===== src/rtl/mac_array_drain_if.sv =====
// Bundle of the signals between mac_array_drain and its neighbours.
//   acc_in_0..3 : signed per-MAC accumulator results
//   valid_in    : per-lane result strobes (bit i qualifies acc_in_i)
//   flush       : synchronous clear of assembly, FIFO, serialiser and error flag
//   out_*       : element stream towards writeback (valid/ready)
//   fifo_level  : number of whole tiles currently buffered
//   err_overrun : sticky flag, a lane was strobed twice before its tile committed
// The slave modport is the drain block's view; master is the view of whoever
// drives the MAC results and consumes the element stream.
interface mac_array_drain_if #(
    parameter int ACC_W = 16,
    parameter int OUT_W = 8,
    parameter int DEPTH = 4
);
    localparam int LVL_W = $clog2(DEPTH) + 1;

    logic signed [ACC_W-1:0] acc_in_0;
    logic signed [ACC_W-1:0] acc_in_1;
    logic signed [ACC_W-1:0] acc_in_2;
    logic signed [ACC_W-1:0] acc_in_3;
    logic [3:0]              valid_in;
    logic                    flush;
    logic                    out_valid;
    logic                    out_ready;
    logic [OUT_W-1:0]        out_data;
    logic [1:0]              out_lane;
    logic                    out_last;
    logic [LVL_W-1:0]        fifo_level;
    logic                    err_overrun;

    modport slave (
        input  acc_in_0, acc_in_1, acc_in_2, acc_in_3, valid_in, flush, out_ready,
        output out_valid, out_data, out_lane, out_last, fifo_level, err_overrun
    );

    modport master (
        output acc_in_0, acc_in_1, acc_in_2, acc_in_3, valid_in, flush, out_ready,
        input  out_valid, out_data, out_lane, out_last, fifo_level, err_overrun
    );
endinterface


===== src/rtl/mac_array_drain.sv =====
// Drain stage of the 2x2 MAC array.
// Gathers the four lane results (which may arrive in different cycles) into a
// tile, applies optional ReLU plus signed saturation to OUT_W, buffers whole
// tiles in a DEPTH-entry FIFO and streams them out one element per beat.
// Ports:
//   clk : clock, all state on the rising edge
//   rst : asynchronous active-high reset
//   bus : mac_array_drain_if.slave (results in, element stream out, status)
// The bus interface must be instantiated with the same ACC_W/OUT_W/DEPTH.
module mac_array_drain #(
    parameter int ACC_W = 16,
    parameter int OUT_W = 8,
    parameter int DEPTH = 4,
    parameter bit RELU  = 1'b0
) (
    input  logic               clk,
    input  logic               rst,
    mac_array_drain_if.slave   bus
);
    localparam int PTR_W = $clog2(DEPTH);
    localparam int LVL_W = PTR_W + 1;
    localparam int TILE_W = 4 * OUT_W;

    // Saturation bounds expressed at accumulator width.
    localparam logic signed [ACC_W-1:0] SAT_MAX =
        {{(ACC_W-OUT_W+1){1'b0}}, {(OUT_W-1){1'b1}}};
    localparam logic signed [ACC_W-1:0] SAT_MIN =
        {{(ACC_W-OUT_W+1){1'b1}}, {(OUT_W-1){1'b0}}};

    logic signed [ACC_W-1:0] acc_lane [4];
    logic [TILE_W-1:0]       proc_flat;

    logic [3:0]              seen_reg;
    logic [TILE_W-1:0]       hold_reg;
    logic                    err_reg;
    logic [PTR_W-1:0]        wr_ptr_reg;
    logic [PTR_W-1:0]        rd_ptr_reg;
    logic [LVL_W-1:0]        level_reg;
    logic [1:0]              lane_reg;
    logic [TILE_W-1:0]       mem [DEPTH];

    logic                    fifo_full;
    logic                    commit;
    logic                    handshake;
    logic                    pop;
    logic [3:0]              seen_base;
    logic [3:0]              accept;
    logic [3:0]              overrun;
    logic [TILE_W-1:0]       head;

    assign acc_lane[0] = bus.acc_in_0;
    assign acc_lane[1] = bus.acc_in_1;
    assign acc_lane[2] = bus.acc_in_2;
    assign acc_lane[3] = bus.acc_in_3;

    // Per-lane ReLU + saturation, purely combinational ahead of the hold registers.
    genvar gi;
    generate
        for (gi = 0; gi < 4; gi++) begin : g_lane
            logic signed [ACC_W-1:0] relu_val;
            logic [OUT_W-1:0]        sat_val;

            always_comb begin
                relu_val = acc_lane[gi];
                if (RELU && (acc_lane[gi] < 0)) begin
                    relu_val = '0;
                end
                if (relu_val > SAT_MAX) begin
                    sat_val = SAT_MAX[OUT_W-1:0];
                end else if (relu_val < SAT_MIN) begin
                    sat_val = SAT_MIN[OUT_W-1:0];
                end else begin
                    sat_val = relu_val[OUT_W-1:0];
                end
            end

            assign proc_flat[gi*OUT_W +: OUT_W] = sat_val;
        end
    endgenerate

    assign fifo_full = (level_reg == LVL_W'(DEPTH));
    // A full tile that cannot be written stays put; flush wins over commit.
    assign commit    = (seen_reg == 4'hF) && !fifo_full && !bus.flush;
    assign handshake = bus.out_valid && bus.out_ready;
    assign pop       = handshake && (lane_reg == 2'd3) && !bus.flush;

    // Lanes clear on commit, so a strobe on the commit edge lands in the new tile.
    assign seen_base = commit ? 4'h0 : seen_reg;
    assign accept    = bus.valid_in & ~seen_base;
    assign overrun   = bus.valid_in & seen_base;

    always_ff @(posedge clk or posedge rst) begin
        if (rst) begin
            seen_reg   <= '0;
            hold_reg   <= '0;
            err_reg    <= 1'b0;
            wr_ptr_reg <= '0;
            rd_ptr_reg <= '0;
            level_reg  <= '0;
            lane_reg   <= '0;
        end else if (bus.flush) begin
            seen_reg   <= '0;
            err_reg    <= 1'b0;
            wr_ptr_reg <= '0;
            rd_ptr_reg <= '0;
            level_reg  <= '0;
            lane_reg   <= '0;
        end else begin
            seen_reg <= seen_base | accept;
            for (int i = 0; i < 4; i++) begin
                if (accept[i]) begin
                    hold_reg[i*OUT_W +: OUT_W] <= proc_flat[i*OUT_W +: OUT_W];
                end
            end
            if (|overrun) begin
                err_reg <= 1'b1;
            end
            if (commit) begin
                wr_ptr_reg <= wr_ptr_reg + 1'b1;
            end
            if (pop) begin
                rd_ptr_reg <= rd_ptr_reg + 1'b1;
            end
            if (commit && !pop) begin
                level_reg <= level_reg + 1'b1;
            end else if (pop && !commit) begin
                level_reg <= level_reg - 1'b1;
            end
            if (handshake) begin
                lane_reg <= lane_reg + 2'd1;
            end
        end
    end

    // Tile storage; commit is already gated by flush and is idle during reset.
    always_ff @(posedge clk) begin
        if (commit) begin
            mem[wr_ptr_reg] <= hold_reg;
        end
    end

    // Head is read combinationally so the beat is presented the cycle after commit.
    assign head            = mem[rd_ptr_reg];
    assign bus.out_valid   = (level_reg != '0);
    assign bus.out_data    = head[32'(lane_reg)*OUT_W +: OUT_W];
    assign bus.out_lane    = lane_reg;
    assign bus.out_last    = (lane_reg == 2'd3);
    assign bus.fifo_level  = level_reg;
    assign bus.err_overrun = err_reg;
endmodule


===== src/flat_wrapper.sv =====
// flat-port wrapper written by rule: the top's interface ports become plain ports
module mac_array_drain_flat 
#(
    parameter int ACC_W = 16,
    parameter int OUT_W = 8,
    parameter int DEPTH = 4,
    parameter bit RELU  = 1'b0
)
  (clk, rst, bus_acc_in_0, bus_acc_in_1, bus_acc_in_2, bus_acc_in_3, bus_valid_in, bus_flush, bus_out_ready, bus_out_valid, bus_out_data, bus_out_lane, bus_out_last, bus_fifo_level, bus_err_overrun);
  mac_array_drain_if #(.ACC_W(ACC_W), .OUT_W(OUT_W), .DEPTH(DEPTH)) bus_i ();
  input  logic clk;
  input  logic rst;
  input wire logic [$bits(bus_i.acc_in_0)-1:0] bus_acc_in_0;
  input wire logic [$bits(bus_i.acc_in_1)-1:0] bus_acc_in_1;
  input wire logic [$bits(bus_i.acc_in_2)-1:0] bus_acc_in_2;
  input wire logic [$bits(bus_i.acc_in_3)-1:0] bus_acc_in_3;
  input wire logic [$bits(bus_i.valid_in)-1:0] bus_valid_in;
  input wire logic [$bits(bus_i.flush)-1:0] bus_flush;
  input wire logic [$bits(bus_i.out_ready)-1:0] bus_out_ready;
  output wire logic [$bits(bus_i.out_valid)-1:0] bus_out_valid;
  output wire logic [$bits(bus_i.out_data)-1:0] bus_out_data;
  output wire logic [$bits(bus_i.out_lane)-1:0] bus_out_lane;
  output wire logic [$bits(bus_i.out_last)-1:0] bus_out_last;
  output wire logic [$bits(bus_i.fifo_level)-1:0] bus_fifo_level;
  output wire logic [$bits(bus_i.err_overrun)-1:0] bus_err_overrun;
  assign bus_i.acc_in_0 = bus_acc_in_0;
  assign bus_i.acc_in_1 = bus_acc_in_1;
  assign bus_i.acc_in_2 = bus_acc_in_2;
  assign bus_i.acc_in_3 = bus_acc_in_3;
  assign bus_i.valid_in = bus_valid_in;
  assign bus_i.flush = bus_flush;
  assign bus_i.out_ready = bus_out_ready;
  assign bus_out_valid = bus_i.out_valid;
  assign bus_out_data = bus_i.out_data;
  assign bus_out_lane = bus_i.out_lane;
  assign bus_out_last = bus_i.out_last;
  assign bus_fifo_level = bus_i.fifo_level;
  assign bus_err_overrun = bus_i.err_overrun;
  mac_array_drain #(.ACC_W(ACC_W), .OUT_W(OUT_W), .DEPTH(DEPTH), .RELU(RELU)) u_core (.clk(clk), .rst(rst), .bus(bus_i));
endmodule

===== config.mk =====
export PLATFORM = sky130hd
export DESIGN_NAME = mac_array_drain_flat
export DESIGN_NICKNAME = d
export VERILOG_FILES = /design/src/rtl/mac_array_drain_if.sv /design/src/rtl/mac_array_drain.sv /design/src/flat_wrapper.sv
export SDC_FILE = /design/constraint.sdc
export NUM_CORES = 1
export LEC_CHECK = 0
export CORE_MARGIN = 2
export CORE_UTILIZATION = 55
export CTS_CLUSTER_DIAMETER = 60
export DETAILED_ROUTE_END_ITERATION = 12
export GPL_TIMING_DRIVEN = 1
export MAX_ROUTING_LAYER = met4
export PLACE_DENSITY_LB_ADDON = 0.2
export SKIP_LAST_GASP = 1
export SLEW_MARGIN = 30
export SYNTH_ARGS = -nofsm -noshare
export SYNTH_HDL_FRONTEND = slang
export SYNTH_SLANG_ARGS = --single-unit

===== constraint.sdc =====
create_clock -name clk -period 3.5 [get_ports clk]
set_input_delay 0.7 -clock clk [delete_from_list [all_inputs] [get_ports clk]]
set_output_delay 0.7 -clock clk [all_outputs]
set_load 0.02 [all_outputs]

Yosys cells after proc, flatten, opt, wreduce, memory -nomap -nowiden
Memory sizes are Yosys's and may differ from the RTL's.
Index checks and enable logic that the tools add are counted.
{"block": "op_classes", "addsub": 5, "order_cmp": 8, "n_eq_ne": 3, "shift": 1, "muxes": 23, "n_bitwise": 5, "reduce_logical": 22}
{"op": "$gt A16 B8 Y1 const B", "n": 4}
{"op": "$lt A16 B8 Y1 const B", "n": 4}
{"op": "$mux W8", "n": 8}
{"op": "$shiftx A32 B6 Y8", "n": 1}
{"op": "$mux W2", "n": 6}
{"op": "$mux W3", "n": 3}
{"op": "$and A4 B4 Y4", "n": 2}
{"op": "$mux W4", "n": 2}
{"op": "$reduce_and A2 Y1", "n": 4}
{"op": "$reduce_bool A2 Y1", "n": 4}
{"op": "$logic_and A1 B1 Y1", "n": 7}
{"op": "$add A2 B1 Y2 const B", "n": 3}
{"op": "$reduce_bool A3 Y1", "n": 2}
{"op": "$eq A4 B4 Y1 const B", "n": 1}
{"op": "$logic_not A1 Y1", "n": 4}
{"op": "$mux W1", "n": 4}
{"op": "$not A4 Y4", "n": 1}
{"op": "$or A4 B4 Y4", "n": 1}
{"op": "$reduce_or A4 Y1", "n": 1}
{"op": "$add A3 B1 Y3 const B", "n": 1}
{"op": "$eq A3 B3 Y1 const B", "n": 1}
{"op": "$sub A3 B1 Y3 const B", "n": 1}
{"op": "$eq A2 B2 Y1 const B", "n": 1}
{"op": "$not A1 Y1", "n": 1}
{"block": "word_totals", "register_bits": 46, "ram_bits": 128, "inputBits": 72, "out_inout_bits": 16, "wordCells": 78, "mem_count": 1}
{"memory": "u_core.mem", "words": 4, "width": 32, "read_ports": 1, "rd_clocked_by_memory_dff": 0, "wr": 1, "line_no": "mac_array_drain.sv:40", "source": "logic [TILE_W-1:0] mem [DEPTH];"}

Logic depth before layout (Yosys ltp)
{"block": "depth", "word_depth": 9, "ltp_mapped": 10, "depth_no_buf": 8}

Worst setup path before layout
Ideal clock, no wire load.
{"block": "synth_path", "path_type": "register -> register", "start": "register u_core.level_reg[0] (netlist: u_core.bus.fifo_level[0])", "end": "memory u_core.mem[0][0] (netlist bit), enable pin", "setup_time_ps": 392, "arrival_time_ps": 1997, "required_time_ps": 3108, "setup_slack_ps": 1111, "path_stages_with_launch": 7, "n_path_buf": 2, "synth_period_minus_slack_ps": 2389, "cell_sequence": "dfrtp_1 > buf_2 > nor2_1 > a21o_1 > buf_6 > nor2_1 > and2_1"}
{"block": "synth_between", "elab_chain_len": 6}
{"item": "start: declaration", "line_no": "mac_array_drain.sv:38", "source": "logic [LVL_W-1:0] level_reg;"}
{"item": "start signal: assignment", "line_no": "mac_array_drain.sv:125", "source": "level_reg <= level_reg + 1'b1;"}
{"item": "start signal: assignment", "line_no": "mac_array_drain.sv:127", "source": "level_reg <= level_reg - 1'b1;"}
{"item": "$eq A3 B3 Y1", "line_no": "mac_array_drain.sv:81", "source": "assign fifo_full = (level_reg == LVL_W'(DEPTH));"}
{"item": "$logic_not A1 Y1", "line_no": "mac_array_drain.sv:83", "source": "assign commit = (seen_reg == 4'hF) && !fifo_full && !bus.flush;"}
{"item": "$logic_and A1 B1 Y1 (2 in series)", "line_no": "mac_array_drain.sv:83"}
{"item": "$mux W1", "line_no": "mac_array_drain.sv:137", "source": "if (commit) begin"}
{"item": "$mux W1 (implied by the code)", "line_no": "mac_array_drain.sv:138", "source": "mem[wr_ptr_reg] <= hold_reg;"}
{"item": "end: declaration", "line_no": "mac_array_drain.sv:40"}
Every way passes these cells.

Worst setup path after layout
{"block": "layout_path", "start": "register u_core.rd_ptr_reg[0]", "end": "output port bus_out_data[2]"}
{"block": "layout_between", "elab_chain_len": 2}
{"item": "start: declaration", "line_no": "mac_array_drain.sv:37", "source": "logic [PTR_W-1:0] rd_ptr_reg;"}
{"item": "start signal: assignment", "line_no": "mac_array_drain.sv:122", "source": "rd_ptr_reg <= rd_ptr_reg + 1'b1;"}
{"item": "$mem_v2 Z4 W32"}
{"item": "$shiftx A32 B6 Y8", "line_no": "mac_array_drain.sv:145", "source": "assign bus.out_data = head[32'(lane_reg)*OUT_W +: OUT_W];"}
{"item": "end: declaration", "line_no": "flat_wrapper.sv:21", "source": "output wire logic [$bits(bus_i.out_data)-1:0] bus_out_data;"}
Every way passes these cells.

==> results.txt <==
Number of DRC violations after detailed routing: 0. The worst setup path is captured at an output pin. The congestion estimate from routability-driven global placement came to 0.805. The run gives 0.303 GHz as the fmax. The run gives 526 as the net count after synthesis. The count of warnings emitted by yosys is 0. The worst setup path is launched from a flip-flop.

After detailed routing, the met3 layer carries 677 um of wire. The run gives 69.8% as the core occupancy in the finished layout. For the final database, setup skew stands at 0.00691 ns. The later pin in the worst-skew pair is clocked with a latency of 0.43 ns. Across the VDD grid, the largest voltage drop is 0.355 mV. The first global-routing pass estimated 23700 um of wire. The number of gates resized after CTS was 0. The final number of hold-violating endpoints is 0, and the global-route total usage across every layer is 23.3%.

Once detailed placement completed, the half-perimeter wirelength came to 9720 um. The height of the die was 118 um. Across the run, the number of max-cap violations was 0. For the number of global-route vias before repair, the log shows 4446. For the number of antenna violations at the first check in global routing, the log shows 0. The first TritonRoute pass finished after 4 iterations. The post-route netlist has 16.8% of its cells at a drive strength greater than 1. The detailed router used layers up to and including met4.

The tools report the terminus of the critical flop-to-flop path as u_core.bus.fifo_level[2]. The logs give 4283 for the count of vias placed by the detailed router and 56.6% for the starting density of the core. Pin placement for this block handled 88 I/O pins. The core region is 12700 um2. The final critical path time including I/O delays and setup was 3.30 ns. TritonCTS built the clock tree. In this run the worst setup path terminates at bus_out_data[2].

The floorplan has 41 rows. The clock passes through at most 2 buffers. For the pin with the worst max-slew slack, the measured transition is 0.563 ns.

Area of the die: 14000 um2. The final cycle utilization of the critical path came out at 94.3%. The logs give 0 for the leftover overflow at the end of global routing and 0 for the number of hold buffers added after CTS.

The area growth from synthesis to layout is 23.2%. The number of flip-flops under the largest register name is 128, and the first-iteration detailed-routing DRC count is 485. For the worst setup path, the data required time is 2.80 ns. Tracing the worst setup path back leads to its startpoint at u_core.rd_ptr_reg[0]. The static leakage was 0.00321 uW; the mean routed wirelength per cell was 20.0 um. The H-tree generated during clock tree synthesis spans 4 levels.

Setup repair after global routing left no endpoint under its margin. Adding up every negative setup slack in the final design gives 0 ns. Averaged over all synthesized cells, the footprint is 16.1 um2. The count of nets left with antenna violations once routing finished came out at 0. For the total wirelength of the detailed-routed design, the log shows 14700 um.

The logs give 7210 um2 for the area of the mapped netlist and 174 for the clock sink count. The run finished with clean final reports. After detailed routing, the number of vias per cell comes to 5.84. The cell count after synthesis was 448; the arrival time at the worst endpoint was 2.60 ns. Clock-pin slew was measured on the worst setup and hold paths at 0.07 ns. The kind of critical path was reg2out. Setup violations remaining at the end of the flow were counted as 0. Buffers placed on the I/O ports in this run total 87.

The largest fanout on the critical path was 17. The logs give 7640 um for the met2 routed wirelength and 0 for the setup fix buffers added after clock tree synthesis. The worst pin sits at a relative slew slack of 62.4%. In this run the register-to-register setup slack is 1.17 ns. Buffers inserted during clock tree synthesis total 17.

The areal power density over the cells works out to 523 nW/um2. Synthesis instantiated 40 different standard cells from the library. Summing the sequential cell areas from Yosys gives 69.3% of the chip area. The total number of nets in the final design is 626, and the maximum number of pins on one net before global-route repair is 34.

The clock tree root buffer cell is sky130_fd_sc_hd__clkbuf_16. The antenna diode instance count is 0. The flip-flop and latch count after synthesis was 174. The detailed router put a total of 6060 um of wire on met1.

The tightest min-delay check is of the reg2reg type. Counting cells, the worst reg-to-reg path comes to 8. The worst register-to-register path begins at u_core.bus.fifo_level[0].

The run gives 0 as the total count of max-transition violations in the final report. The horizontal die dimension works out to 118 um.
[through the flow]
stage	total power [uW]	area (um2)	std cells	hold WS [ns]	setup WS, ns
2_1_floorplan	2570	7210	448	0.476	1.11
3_3_place_gp	2710	8260	701	0.487	0.659
4_1_cts	4660	8880	733	0.513	0.163
5_1_grt	4790	8880	733	0.518	0.0529
3_5_place_dp	2730	8260	701	0.498	0.634
6_report	4640	8880	733	0.510	0.200
[kinds of logic after synthesis]
kind of cell,after synthesis,synth area share [%]
xor+xnor,5,0.712
mux,40,11.5
flops,174,69.3
buf+inv,26,2.24
simple gates,126,8.91
compound gates,71,6.16
fa+ha+maj,6,1.15
[final cells by class]
type	count	area (um2)
clock buffers	17	425
well taps	172	215
repair buffers	101	976
fillers	867	3840
clock inverters	15	196
flip-flops and latches	174	5000
inverters	6	22.5
multi-input cells	248	2050
[worst max-delay path, cell delays in order, from the launching register on]
cell and delay, ns:
sky130_fd_sc_hd__dfrtp_2 0.35, sky130_fd_sc_hd__buf_4 0.31, sky130_fd_sc_hd__mux4_2 0.57, sky130_fd_sc_hd__a22oi_1 0.24, sky130_fd_sc_hd__nand2_1 0.13, sky130_fd_sc_hd__clkdlybuf4s50_1 0.56
[power by group]
group | internal [uW] | switching (uW) | total, uW
logic | 136 | 107 | 243
clock network | 1190 | 759 | 1950
registers | 2350 | 104 | 2450
total | 3670 | 970 | 4640
[per-layer routing]
| metal | GRT usage [%] | vias to the layer above |
|---|---|---|
| met3 | 5.12 | 25 |
| met2 | 38.4 | 127 |
| met4 | 9.45 | 0 |
| met1 | 28.1 | 2209 |
| li1 | - | 1922 |
| met5 | - | - |
[cell usage in the layout, fill, tap and decap left out, types with 4 or more instances in the layout]
master and count:
sky130_fd_sc_hd__nand2b_1 4, sky130_fd_sc_hd__clkinv_4 4, sky130_fd_sc_hd__nor4_1 8, sky130_fd_sc_hd__nor2_1 47, sky130_fd_sc_hd__mux2_4 6, sky130_fd_sc_hd__nand2b_4 4
sky130_fd_sc_hd__a22oi_1 19, sky130_fd_sc_hd__and2_1 6, sky130_fd_sc_hd__o21ai_1 25, sky130_fd_sc_hd__clkbuf_16 17, sky130_fd_sc_hd__clkdlybuf4s50_1 87, sky130_fd_sc_hd__buf_4 14
sky130_fd_sc_hd__a21oi_1 10, sky130_fd_sc_hd__bufinv_16 4, sky130_fd_sc_hd__edfxtp_1 128, sky130_fd_sc_hd__mux4_2 32, sky130_fd_sc_hd__o21ai_0 4, sky130_fd_sc_hd__ha_1 5
sky130_fd_sc_hd__dfrtp_1 45, sky130_fd_sc_hd__a211o_1 4, sky130_fd_sc_hd__nand2_1 39, sky130_fd_sc_hd__inv_1 5, sky130_fd_sc_hd__nand4_1 8
[cells in the mapped netlist]
master                       n  area share [%]
sky130_fd_sc_hd__a21o_1      1            0.10
sky130_fd_sc_hd__fa_1        1            0.28
sky130_fd_sc_hd__clkbuf_1    6            0.31
sky130_fd_sc_hd__nor4_1      8            0.69
sky130_fd_sc_hd__nand2_1    39             2.0
sky130_fd_sc_hd__inv_1       6            0.31
sky130_fd_sc_hd__nand4_1     8            0.69
sky130_fd_sc_hd__dfrtp_1    46              16
sky130_fd_sc_hd__ha_1        5            0.87
sky130_fd_sc_hd__mux2i_1     2            0.28
sky130_fd_sc_hd__o211ai_1    2            0.21
sky130_fd_sc_hd__o21ai_1    25             1.7
sky130_fd_sc_hd__buf_1       2            0.10
sky130_fd_sc_hd__nor3_1      1           0.069
sky130_fd_sc_hd__mux2_4      6             1.3
sky130_fd_sc_hd__nor2_1     47             2.4
sky130_fd_sc_hd__nand2b_1    4            0.35
sky130_fd_sc_hd__o311a_1     1            0.14
sky130_fd_sc_hd__and4bb_1    3            0.52
sky130_fd_sc_hd__a22oi_1    19             2.0
sky130_fd_sc_hd__buf_6       7             1.1
sky130_fd_sc_hd__o21ai_0     4            0.28
sky130_fd_sc_hd__mux4_2     32              10
sky130_fd_sc_hd__nand4_4     1            0.30
sky130_fd_sc_hd__o21ai_2     3            0.36
sky130_fd_sc_hd__a211o_1     4            0.49
sky130_fd_sc_hd__a21oi_1    10            0.69
sky130_fd_sc_hd__xor2_1      2            0.24
sky130_fd_sc_hd__nor4bb_1    1            0.14
sky130_fd_sc_hd__buf_2       3            0.21
sky130_fd_sc_hd__edfxtp_1  128              53
sky130_fd_sc_hd__and2_1      6            0.52
sky130_fd_sc_hd__or3_1       1           0.087
sky130_fd_sc_hd__xnor2_1     2            0.24
sky130_fd_sc_hd__nand2b_4    4            0.76
sky130_fd_sc_hd__nand4b_1    1            0.12
sky130_fd_sc_hd__buf_4       2            0.21
sky130_fd_sc_hd__xor2_2      1            0.23
sky130_fd_sc_hd__o22ai_1     2            0.17
sky130_fd_sc_hd__nor2b_1     2            0.17
[worst min-delay path by stage]
stage | from | endpoint | slack [ns] | depth (start not counted)
after floorplan | u_core.hold_reg[0] | u_core.mem[0][0] | 0.48 | 0
after global routing | u_core.bus.err_overrun | u_core.bus.err_overrun | 0.52 | 2
after detailed placement | u_core.bus.err_overrun | u_core.bus.err_overrun | 0.50 | 2
after CTS | u_core.bus.err_overrun | u_core.bus.err_overrun | 0.51 | 2
after global placement | u_core.bus.err_overrun | u_core.bus.err_overrun | 0.49 | 2
final | u_core.bus.err_overrun | u_core.bus.err_overrun | 0.51 | 2
(Power assumes the default switching activity.)
